`src/rtl/reg_bus_sequencer_pkg.sv`:
```
// Shared types and helpers for the register-bus transfer sequencer.
package reg_bus_sequencer_pkg;

  typedef enum logic [2:0] {
    StInit,
    StIdle,
    StDrive,
    StCapture,
    StAck
  } state_e;

  localparam logic OP_MOVE = 1'b0;
  localparam logic OP_ALU  = 1'b1;

  // Bits needed to index n items, never less than one.
  function automatic int unsigned clog2_min1(int unsigned n);
    int unsigned w;
    w = 1;
    while ((32'd1 << w) < n) w++;
    return w;
  endfunction

endpackage

```
`src/rtl/reg_bus_sequencer_if.sv`:
```
// Request side and register-file control side of the transfer sequencer.
interface reg_bus_sequencer_if
  import reg_bus_sequencer_pkg::*;
#(
  parameter int unsigned NUM_REGS = 8,
  parameter int unsigned NUM_REQ  = 4,
  parameter int unsigned IDX_W    = clog2_min1(NUM_REGS)
);

  logic [NUM_REQ-1:0]       req;
  logic [NUM_REQ-1:0]       req_op;
  logic [NUM_REQ*IDX_W-1:0] req_src_a;
  logic [NUM_REQ*IDX_W-1:0] req_src_b;
  logic [NUM_REQ*IDX_W-1:0] req_dst;

  logic [NUM_REGS-1:0]      en_out_a;
  logic [NUM_REGS-1:0]      en_out_b;
  logic [NUM_REGS-1:0]      en_in;
  logic                     alu_sel;
  logic                     regs_clear_n;
  logic                     busy;
  logic [NUM_REQ-1:0]       done;
  logic                     err;

  // Sequencer side.
  modport master (
    input  req, req_op, req_src_a, req_src_b, req_dst,
    output en_out_a, en_out_b, en_in, alu_sel, regs_clear_n, busy, done, err
  );

  // Requesters plus register file side.
  modport slave (
    output req, req_op, req_src_a, req_src_b, req_dst,
    input  en_out_a, en_out_b, en_in, alu_sel, regs_clear_n, busy, done, err
  );

endinterface

```
`src/rtl/reg_bus_sequencer_rr_arbiter.sv`:
```
// Round-robin arbiter; the priority pointer moves past the winner on advance.
module reg_bus_sequencer_rr_arbiter
  import reg_bus_sequencer_pkg::*;
#(
  parameter int unsigned NUM_REQ = 4,
  localparam int unsigned REQ_W  = clog2_min1(NUM_REQ)
) (
  input  logic               clk,
  input  logic               reset,
  input  logic [NUM_REQ-1:0] req,
  input  logic               advance,
  output logic [NUM_REQ-1:0] gnt_onehot,
  output logic [REQ_W-1:0]   gnt_idx
);

  logic [REQ_W-1:0] ptr_q;

  // First requesting port at or after the pointer, wrapping around.
  always_comb begin
    logic             found;
    logic [REQ_W-1:0] cand;
    gnt_onehot = '0;
    gnt_idx    = '0;
    found      = 1'b0;
    cand       = '0;
    for (int k = 0; k < NUM_REQ; k++) begin
      cand = REQ_W'((32'(ptr_q) + 32'(k)) % NUM_REQ);
      if (!found && req[cand]) begin
        found            = 1'b1;
        gnt_onehot[cand] = 1'b1;
        gnt_idx          = cand;
      end
    end
  end

  // Pointer register: next search starts one past the last winner.
  always_ff @(posedge clk) begin
    if (reset) begin
      ptr_q <= '0;
    end else if (advance) begin
      ptr_q <= (gnt_idx == REQ_W'(NUM_REQ - 1)) ? '0 : gnt_idx + 1'b1;
    end
  end

endmodule

```
`src/rtl/reg_bus_sequencer.sv`:
```
// Sequences MOVE / ALU transfers over the shared register-file buses.
module reg_bus_sequencer
  import reg_bus_sequencer_pkg::*;
#(
  parameter int unsigned NUM_REGS = 8,
  parameter int unsigned NUM_REQ  = 4
) (
  input  logic               clk,
  input  logic               reset,
  reg_bus_sequencer_if.master bus
);

  localparam int unsigned IDX_W    = clog2_min1(NUM_REGS);
  localparam int unsigned REQ_W    = clog2_min1(NUM_REQ);
  // Only a non-power-of-two file can be addressed past its end.
  localparam bit          NON_POW2 = (32'd1 << IDX_W) != NUM_REGS;

  state_e               state_q, state_d;
  logic                 op_q, op_d;
  logic [IDX_W-1:0]     src_a_q, src_a_d;
  logic [IDX_W-1:0]     src_b_q, src_b_d;
  logic [IDX_W-1:0]     dst_q, dst_d;
  logic [NUM_REQ-1:0]   winner_q, winner_d;
  logic                 bad_q, bad_d;

  logic [NUM_REGS-1:0]  en_out_a_q, en_out_a_d;
  logic [NUM_REGS-1:0]  en_out_b_q, en_out_b_d;
  logic [NUM_REGS-1:0]  en_in_q, en_in_d;
  logic                 alu_sel_q, alu_sel_d;
  logic                 clear_n_q, clear_n_d;
  logic                 busy_q, busy_d;
  logic [NUM_REQ-1:0]   done_q, done_d;
  logic                 err_q, err_d;

  logic [NUM_REQ-1:0]   gnt_onehot;
  logic [REQ_W-1:0]     gnt_idx;
  logic                 advance;
  logic                 sel_op;
  logic [IDX_W-1:0]     sel_a, sel_b, sel_dst;
  logic                 sel_bad;

  function automatic logic [NUM_REGS-1:0] idx_onehot(logic [IDX_W-1:0] idx);
    logic [NUM_REGS-1:0] oh;
    oh = '0;
    for (int i = 0; i < NUM_REGS; i++) oh[i] = (idx == IDX_W'(i));
    return oh;
  endfunction

  reg_bus_sequencer_rr_arbiter #(
    .NUM_REQ (NUM_REQ)
  ) u_arb (
    .clk        (clk),
    .reset      (reset),
    .req        (bus.req),
    .advance    (advance),
    .gnt_onehot (gnt_onehot),
    .gnt_idx    (gnt_idx)
  );

  // Mux the winning requester's fields and check them against the file size.
  always_comb begin
    sel_op  = 1'b0;
    sel_a   = '0;
    sel_b   = '0;
    sel_dst = '0;
    for (int i = 0; i < NUM_REQ; i++) begin
      if (gnt_idx == REQ_W'(i)) begin
        sel_op  = bus.req_op[i];
        sel_a   = bus.req_src_a[i*IDX_W +: IDX_W];
        sel_b   = bus.req_src_b[i*IDX_W +: IDX_W];
        sel_dst = bus.req_dst[i*IDX_W +: IDX_W];
      end
    end
    sel_bad = NON_POW2 && ((32'(sel_a) >= NUM_REGS) || (32'(sel_dst) >= NUM_REGS) ||
                           ((sel_op == OP_ALU) && (32'(sel_b) >= NUM_REGS)));
  end

  // Next state, latch of the granted request, and next values of the output flops.
  always_comb begin
    state_d    = state_q;
    op_d       = op_q;
    src_a_d    = src_a_q;
    src_b_d    = src_b_q;
    dst_d      = dst_q;
    winner_d   = winner_q;
    bad_d      = bad_q;
    advance    = 1'b0;
    en_out_a_d = '0;
    en_out_b_d = '0;
    en_in_d    = '0;
    alu_sel_d  = 1'b0;

    unique case (state_q)
      StInit:    state_d = StIdle;
      StIdle: begin
        if (|bus.req) begin
          advance  = 1'b1;
          op_d     = sel_op;
          src_a_d  = sel_a;
          src_b_d  = sel_b;
          dst_d    = sel_dst;
          winner_d = gnt_onehot;
          bad_d    = sel_bad;
          state_d  = sel_bad ? StAck : StDrive;
        end
      end
      StDrive:   state_d = StCapture;
      StCapture: state_d = StAck;
      StAck:     state_d = StIdle;
      default:   state_d = StInit;
    endcase

    // Outputs are computed from the next state so they leave a flop directly.
    if (state_d == StDrive || state_d == StCapture) begin
      en_out_a_d = idx_onehot(src_a_d);
      if (op_d == OP_ALU) en_out_b_d = idx_onehot(src_b_d);
      alu_sel_d = op_d;
    end
    if (state_d == StCapture) en_in_d = idx_onehot(dst_d);
    busy_d    = (state_d == StDrive) || (state_d == StCapture) || (state_d == StAck);
    done_d    = (state_d == StAck) ? winner_d : '0;
    err_d     = (state_d == StAck) && bad_d;
    clear_n_d = (state_d != StInit);
  end

  // State, latched request and registered outputs.
  always_ff @(posedge clk) begin
    if (reset) begin
      state_q    <= StInit;
      op_q       <= OP_MOVE;
      src_a_q    <= '0;
      src_b_q    <= '0;
      dst_q      <= '0;
      winner_q   <= '0;
      bad_q      <= 1'b0;
      en_out_a_q <= '0;
      en_out_b_q <= '0;
      en_in_q    <= '0;
      alu_sel_q  <= 1'b0;
      clear_n_q  <= 1'b0;
      busy_q     <= 1'b0;
      done_q     <= '0;
      err_q      <= 1'b0;
    end else begin
      state_q    <= state_d;
      op_q       <= op_d;
      src_a_q    <= src_a_d;
      src_b_q    <= src_b_d;
      dst_q      <= dst_d;
      winner_q   <= winner_d;
      bad_q      <= bad_d;
      en_out_a_q <= en_out_a_d;
      en_out_b_q <= en_out_b_d;
      en_in_q    <= en_in_d;
      alu_sel_q  <= alu_sel_d;
      clear_n_q  <= clear_n_d;
      busy_q     <= busy_d;
      done_q     <= done_d;
      err_q      <= err_d;
    end
  end

  assign bus.en_out_a     = en_out_a_q;
  assign bus.en_out_b     = en_out_b_q;
  assign bus.en_in        = en_in_q;
  assign bus.alu_sel      = alu_sel_q;
  assign bus.regs_clear_n = clear_n_q;
  assign bus.busy         = busy_q;
  assign bus.done         = done_q;
  assign bus.err          = err_q;

endmodule

```
`src/flat_wrapper.sv`:
```
// flat-port wrapper written by rule: the top's interface ports become plain ports
module reg_bus_sequencer_flat import reg_bus_sequencer_pkg::*;
#(
  parameter int unsigned NUM_REGS = 8,
  parameter int unsigned NUM_REQ  = 4
)
  (clk, reset, bus_req, bus_req_op, bus_req_src_a, bus_req_src_b, bus_req_dst, bus_en_out_a, bus_en_out_b, bus_en_in, bus_alu_sel, bus_regs_clear_n, bus_busy, bus_done, bus_err);
  reg_bus_sequencer_if #(.NUM_REGS(NUM_REGS), .NUM_REQ(NUM_REQ)) bus_i ();
  input  logic clk;
  input  logic reset;
  input wire logic [$bits(bus_i.req)-1:0] bus_req;
  input wire logic [$bits(bus_i.req_op)-1:0] bus_req_op;
  input wire logic [$bits(bus_i.req_src_a)-1:0] bus_req_src_a;
  input wire logic [$bits(bus_i.req_src_b)-1:0] bus_req_src_b;
  input wire logic [$bits(bus_i.req_dst)-1:0] bus_req_dst;
  output wire logic [$bits(bus_i.en_out_a)-1:0] bus_en_out_a;
  output wire logic [$bits(bus_i.en_out_b)-1:0] bus_en_out_b;
  output wire logic [$bits(bus_i.en_in)-1:0] bus_en_in;
  output wire logic [$bits(bus_i.alu_sel)-1:0] bus_alu_sel;
  output wire logic [$bits(bus_i.regs_clear_n)-1:0] bus_regs_clear_n;
  output wire logic [$bits(bus_i.busy)-1:0] bus_busy;
  output wire logic [$bits(bus_i.done)-1:0] bus_done;
  output wire logic [$bits(bus_i.err)-1:0] bus_err;
  assign bus_i.req = bus_req;
  assign bus_i.req_op = bus_req_op;
  assign bus_i.req_src_a = bus_req_src_a;
  assign bus_i.req_src_b = bus_req_src_b;
  assign bus_i.req_dst = bus_req_dst;
  assign bus_en_out_a = bus_i.en_out_a;
  assign bus_en_out_b = bus_i.en_out_b;
  assign bus_en_in = bus_i.en_in;
  assign bus_alu_sel = bus_i.alu_sel;
  assign bus_regs_clear_n = bus_i.regs_clear_n;
  assign bus_busy = bus_i.busy;
  assign bus_done = bus_i.done;
  assign bus_err = bus_i.err;
  reg_bus_sequencer #(.NUM_REGS(NUM_REGS), .NUM_REQ(NUM_REQ)) u_core (.clk(clk), .reset(reset), .bus(bus_i));
endmodule
```
`config.mk`:
```
export PLATFORM = sky130hd
export DESIGN_NAME = reg_bus_sequencer_flat
export DESIGN_NICKNAME = d
export VERILOG_FILES = /design/src/rtl/reg_bus_sequencer_pkg.sv /design/src/rtl/reg_bus_sequencer_if.sv /design/src/rtl/reg_bus_sequencer_rr_arbiter.sv /design/src/rtl/reg_bus_sequencer.sv /design/src/flat_wrapper.sv
export SDC_FILE = /design/constraint.sdc
export NUM_CORES = 1
export LEC_CHECK = 0
export BUFFER_PORTS_ARGS = -buffer_cell sky130_fd_sc_hd__buf_2
export CORE_MARGIN = 2
export CORE_UTILIZATION = 40
export CTS_CLUSTER_SIZE = 30
export DETAILED_ROUTE_END_ITERATION = 12
export HOLD_SLACK_MARGIN = 0.1
export PLACE_DENSITY_LB_ADDON = 0.05
export SETUP_SLACK_MARGIN = 0.05
export SYNTH_ARGS = -nofsm -noshare
export SYNTH_HDL_FRONTEND = slang
export SYNTH_SLANG_ARGS = --single-unit
```
`constraint.sdc`:
```
create_clock -name clk -period 5.05 [get_ports clk]
set_input_delay 0.2525 -clock clk [delete_from_list [all_inputs] [get_ports clk]]
set_output_delay 0.2525 -clock clk [all_outputs]
set_load 0.01 [all_outputs]
```
## After elaboration in Yosys (flattened, before gate mapping)

Cells that the tools add are included.

- Word-level logic and storage cells: 151
- Input bits: 46
- Register bits: 52
- Output and inout bits: 32

- Bitwise operators: 7
- Reduce and logical (&&, ||, !) cells: 25
- Mux-type cells: 60
- $lt $le $gt $ge: 8
- Equal/unequal tests: 31
- Add/subtract/negate cells: 4

Operator list:

| kind | number |
|---|---|
| two-way mux 3 bit | 19 |
| == test 3 bit, second input constant | 14 |
| == test 3 x 2 -> 1 bit, second input constant | 10 |
| two-way mux 4 bit | 6 |
| two-way mux 1 bit | 21 |
| == test 3 x 1 -> 1 bit, second input constant | 4 |
| zero test 3 bit | 4 |
| < comparator 2 x 3 -> 1 bit, second input constant | 4 |
| OR 4 bit | 3 |
| case mux 3 bit (4 select lines) | 1 |
| two-way mux 2 bit | 5 |
| binary-select mux 1 bit (select 2 bit) | 4 |
| demux 1 bit (select 2 bit) | 4 |
| greater-or-equal comparator 2 x 1 -> 1 bit, second input constant | 4 |
| logical AND 1 bit | 8 |
| OR reduction 2 bit | 4 |
| adder 2 x 1 -> 2 bit, second input constant | 2 |
| adder 2 bit, second input constant | 2 |
| == test 2 bit, second input constant | 2 |
| NOT 1 bit | 4 |
| OR reduction 4 bit | 1 |
| zero test 1 bit | 3 |
| nonzero test 3 bit | 1 |
| OR reduction 3 bit | 1 |
| 3 further kinds | 4 |

## Logic depth before layout (Yosys ltp)

- Depth in word-level cells: 21
- Gate-level depth with buffers: 16
- Gate-level depth less buffers: 13

## Modules after synthesis

Synthesis repeated with hierarchy kept, for this count alone.

- Cells, all modules: 224
- Area, all modules: 2469.9 µm²

By module, submodules not included:

| module | area an instance (µm²) | instances | cells each | sequential area each (µm²) |
|---|---|---|---|---|
| reg_bus_sequencer | 1954.4 | 1 | 170 | 1001.0 |
| reg_bus_sequencer_rr_arbiter | 515.5 | 1 | 54 | 40.0 |

## Least setup slack after synthesis

OpenSTA, ideal clock, no wires.

- Path type: register to register
- From: register u_core.u_arb.ptr_q[0]
- To: register u_core.en_out_b_q[7] (netlist: u_core.bus.en_out_b[7])
- Arrival: 3.428 ns
- Period minus slack after synthesis: 3.506 ns
- Slack: 1.544 ns
- Setup time: 0.078 ns
- Cell stages (with the launch flop): 15
- Cell sequence: dfxtp_1 > buf_6 > inv_1 > ha_1 > mux4_2 > or3_4 > o21ai_0 > ha_1 > buf_2 > buf_1 > a21oi_1 > a221oi_1 > o22ai_2 > o21bai_1 > nor3_1

- Longest elaborated chain between the ends: 21
- Elaborated cells on any way between the ends: 43
- Those cells by class: add/sub: 3; eq/ne: 4; mux: 27; bitwise: 1; reduce/logical: 8

Ends and longest elaborated chain:

| item | line | text |
|---|---|---|
| start: declaration | reg_bus_sequencer_rr_arbiter.sv:16 | `logic [REQ_W-1:0] ptr_q;` |
| start signal: assignment | reg_bus_sequencer_rr_arbiter.sv:41 | `ptr_q <= (gnt_idx == REQ_W'(NUM_REQ - 1)) ? '0 : gnt_idx + 1'b1;` |
| parallel branches: the longest is 11 deep, another holds adder 2 x 1 -> 2 bit | -- |  |
| two-way mux 2 bit * | reg_bus_sequencer_rr_arbiter.sv:28 | `if (!found && req[cand]) begin` |
| zero test 2 bit | reg_bus_sequencer.sv:67 | `if (gnt_idx == REQ_W'(i)) begin` |
| two-way mux 1 bit (4 in series) | reg_bus_sequencer.sv:67 |  |
| two-way mux 1 bit | reg_bus_sequencer.sv:96 | `if (\|bus.req) begin` |
| two-way mux 1 bit | reg_bus_sequencer.sv:93 | `unique case (state_q)` |
| NOT 1 bit (no line) | -- |  |
| OR reduction 3 bit (no line) | -- |  |
| end signal: assignment | reg_bus_sequencer.sv:153 | `en_out_b_q <= en_out_b_d;` |
| end: declaration | reg_bus_sequencer.sv:27 | `logic [NUM_REGS-1:0] en_out_b_q, en_out_b_d;` |

Every way passes the cells marked *. The select of a mux whose other input is x is not followed.
A chain may end at the register's enable or synchronous reset.

## Final worst setup path

- From: register u_core.u_arb.ptr_q[0]
- To: register u_core.en_out_a_q[3] (netlist: u_core.bus.en_out_a[3])

- Longest elaborated chain between the ends: 20
- Elaborated cells on any way between the ends: 35
- Those cells by class: add/sub: 3; eq/ne: 4; mux: 21; reduce/logical: 7

Ends and longest elaborated chain:

| item | line | text |
|---|---|---|
| parallel branches: the longest is 11 deep, another holds adder 2 x 1 -> 2 bit | -- |  |
| two-way mux 2 bit * | reg_bus_sequencer_rr_arbiter.sv:28 |  |
| zero test 2 bit | reg_bus_sequencer.sv:67 |  |
| two-way mux 3 bit (3 in series) | reg_bus_sequencer.sv:67 |  |
| two-way mux 3 bit * | reg_bus_sequencer.sv:67 |  |
| two-way mux 3 bit * | reg_bus_sequencer.sv:96 |  |
| two-way mux 3 bit * | reg_bus_sequencer.sv:93 |  |
| == test 3 x 2 -> 1 bit * | reg_bus_sequencer.sv:45 | `for (int i = 0; i < NUM_REGS; i++) oh[i] = (idx == IDX_W'(i));` |
| end signal: assignment | reg_bus_sequencer.sv:152 | `en_out_a_q <= en_out_a_d;` |
| end: declaration | reg_bus_sequencer.sv:26 | `logic [NUM_REGS-1:0] en_out_a_q, en_out_a_d;` |

Marks and branches as above.

==> results.sh <==
export IMPL_status="finished, final reports clean"
export IMPL_post_route_drc_count=0
export IMPL_io_pin_count=78
export IMPL_grt_pass1_wl_um=8570
export IMPL_ctsHoldBuffers=0
export IMPL_fin_hold_ws_ps=314
export IMPL_cts_clk_slew_worst_paths_ps=90
export IMPL_synth_most_common_cell="dfxtp_1"
export IMPL_place_congestion=0.797
export IMPL_p_leak_nw=1.35
export IMPL_wl_met1_um=2620
export IMPL_clock_latency_ps=300
export IMPL_clk_path_buf_depth=2
export IMPL_wl_met2_um=2370
export IMPL_drt_vias_per_instance=5.17
export IMPL_crit_top_cell="ha_1"
export IMPL_numCtsBuffers=5
export IMPL_diodes=0
export IMPL_setup_tns_ps=0
export IMPL_crit_arrival_ps=4490
export IMPL_num_fill_cells=579
export IMPL_syn_num_nets=323
export IMPL_num_vias=2154
export IMPL_synth_top_area_share_pct=42.8
export IMPL_maxCapViolations=0
export IMPL_hold_viol_final=0
export IMPL_worstMarginPinSlew_ps=618
export IMPL_synthesis_area_sq_mm=0.00243
export IMPL_worst_setup_path_start_kind="flip-flop"
export IMPL_finalSetupViolCount=0
export IMPL_r2r_setup_slack_ps=800
export IMPL_cts_resized_gates=0
export IMPL_dp_hpwl_um=4270
export IMPL_period_needed_ps=4250
export IMPL_cts_setup_buffers=0
export IMPL_fp_dieW_um=82.0
export IMPL_setup_slack_ps=800
export IMPL_critPathCaptureType="flip-flop"
export IMPL_initial_core_util_pct=41.3
export IMPL_skew_ps=11.2
export IMPL_groute_usage_overall_pct=16.4
export IMPL_async_flop_share_pct=0
export IMPL_antenna_left=0
export IMPL_synth_edff_count=0
export IMPL_fp_row_count=28
export IMPL_crit_path_max_incr_delay_ps=640
export IMPL_dr_first_iter_drc_count=78
export IMPL_die_area_sq_mm=0.00672
export IMPL_crit_fanout=20
export IMPL_post_place_ws_ps=832
export IMPL_max_slew_margin_pct=57.6
export IMPL_synth_top_cell_by_area="dfxtp_1"
export IMPL_synth_commonest_cells="52 x dfxtp_1, 36 x nor2_1, 20 x nand2_1"
export IMPL_crit_required_ps=5290
export IMPL_top_layer="met4"
export IMPL_cp_slowest_cell="dfxtp_1"
export IMPL_cts_sinks=52
export IMPL_core_sq_mm=0.00589
export IMPL_cp_num_buf_inv=1
export IMPL_slew_violations=0
export IMPL_synth_seq_cells=52
export IMPL_wl_per_cell_um=13.0
export IMPL_syn2layout_area_growth_pct=21.0
export IMPL_wl_um=5430
export IMPL_multi_input_area_sq_mm=0.00127
export IMPL_root_buffer="clkbuf_8"
export IMPL_crit_chain="inv_1 > ha_1 > mux4_2 > or3_4 > o21ai_0 > ha_1 > a21oi_1 > a221oi_1 > o22ai_1 > or2_2 > nor2_1"
export IMPL_met3_length_um=380
export IMPL_hold_class="input port to flip-flop"
export IMPL_totalPowerFinal_mw=1.50
export IMPL_synthDistinctLibCells=51
export IMPL_grt_max_degree=21
export IMPL_drive_gt1_share_pct=29.5
export IMPL_fmax_ghz=0.235
export IMPL_grt_pass1_vias=1857
export IMPL_h_tree_depth=2
export IMPL_overflow=0
export IMPL_nNetsFinal=395
export IMPL_ir_drop_uv=242
export IMPL_firstDrtPassIters=4
export IMPL_ys_seq_area_share_pct=42.8
export IMPL_cts_tree="built"
export IMPL_rsz0062_at_grt="no"
export IMPL_fin_crit_sh_pct=84.2
export IMPL_synthFlopType="dfxtp_1"
export IMPL_die_h_um=82.0
export IMPL_power_density_mw_per_mm2=509
export IMPL_antenna_found_initial=0
export IMPL_synth_area_per_cell_sq_um=9.04
export IMPL_synth_area_leaders="dfxtp_1 43%, nor2_1 5.6%, a221oi_1 5.0%"
export IMPL_yosysWarnings=0
export IMPL_critical_path_class="flip-flop to flip-flop"
export IMPL_portBuffers=77
export IMPL_crit_family="adder cells"
export IMPL_syn_inst=269
export IMPL_regArea_sq_mm=0.00104
==> worst reg2reg max path: stages, from the launching register on <==
cell      delay (ps)
dfxtp_1          640
inv_1            170
ha_1             440
mux4_2           430
or3_4            430
o21ai_0          250
ha_1             590
a21oi_1           90
a221oi_1         440
o22ai_1          260
or2_2            360
nor2_1            90
==> cells by family (layout without fill, tap and decap cells) <==
logic type / after synthesis / in the layout / share of synthesized area (%)
flip-flops: 52 / 52 / 42.8
multiplexers: 9 / 9 / 5.66
buffers and inverters: 26 / 99 / 4.84
AND/OR/NAND/NOR: 122 / 122 / 26.9
adder cells (fa/ha/maj): 8 / 8 / 4.12
AO/OA/AOI/OAI: 52 / 52 / 15.6
==> where the power goes <==
part / switching (mW) / internal [mW]
logic: 0.436 / 0.324
registers: 0.0390 / 0.459
clock network: 0.128 / 0.111
==> worst paths after layout <==
path,start,endpoint,cells after the start
min reg2reg,u_core.bad_q,u_core.bus.err,1
max,u_core.u_arb.ptr_q[0],u_core.bus.en_out_a[3],11
max reg2reg,u_core.u_arb.ptr_q[0],u_core.bus.en_out_a[3],11
min,reset,u_core.state_q[0],2
==> state kept, by name, summed over array words and instances (netlist names) <==
signal                   count
u_core.bus.en_in             8
u_core.bus.en_out_a          8
u_core.bus.en_out_b          8
u_core.bus.done              4
u_core.winner_q              4
u_core.dst_q                 3
u_core.src_a_q               3
u_core.src_b_q               3
u_core.state_q               3
u_core.u_arb.ptr_q           2
u_core.bad_q                 1
u_core.bus.alu_sel           1
u_core.bus.busy              1
u_core.bus.err               1
u_core.bus.regs_clear_n      1
u_core.op_q                  1
==> final cells by class <==
type	count	share of cell area, %
tap	75	3.19
clock inverter	1	0.255
multi-input combinational	191	43.2
timing repair buffer	78	13.4
sequential	52	35.4
inverter	13	1.66
clock buffer	7	2.93
==> metal layers <==
| layer | global-route usage [%] | vias to the layer above |
|---|---|---|
| li1 | - | 1096 |
| met4 | 5.00 | 0 |
| met5 | 0 | - |
| met3 | 2.86 | 6 |
| met2 | 25.5 | 73 |
| met1 | 23.2 | 979 |
==> through the flow <==
stage	cells	cell area [sq um]	utilization, %
finish	417	2940	50.0
global route	417	2940	50.0
CTS	417	2940	50.0
detailed placement	409	2850	48.4
global placement	409	2850	48.4
floorplan	269	2430	-
==> placed cells by master, fill, tap and decap left out, types with 2 or more instances in the layout <==
cell       n
dfxtp_1   52
mux4_2     2
and3_1     3
nand3b_1   8
o22ai_1    6
a221o_1    4
and2_1     7
nand2_1   20
nor2b_1    5
nand2b_1   6
or2_2      3
mux2i_1    4
a221oi_1  14
buf_2     77
clkbuf_8   6
nor2_1    36
a21oi_1   10
ha_1       8
o21a_1     4
o21ai_0    4
inv_1     13
nand3_1    9
nor3_1    12
No activity file was read; power rests on OpenSTA's default activity.
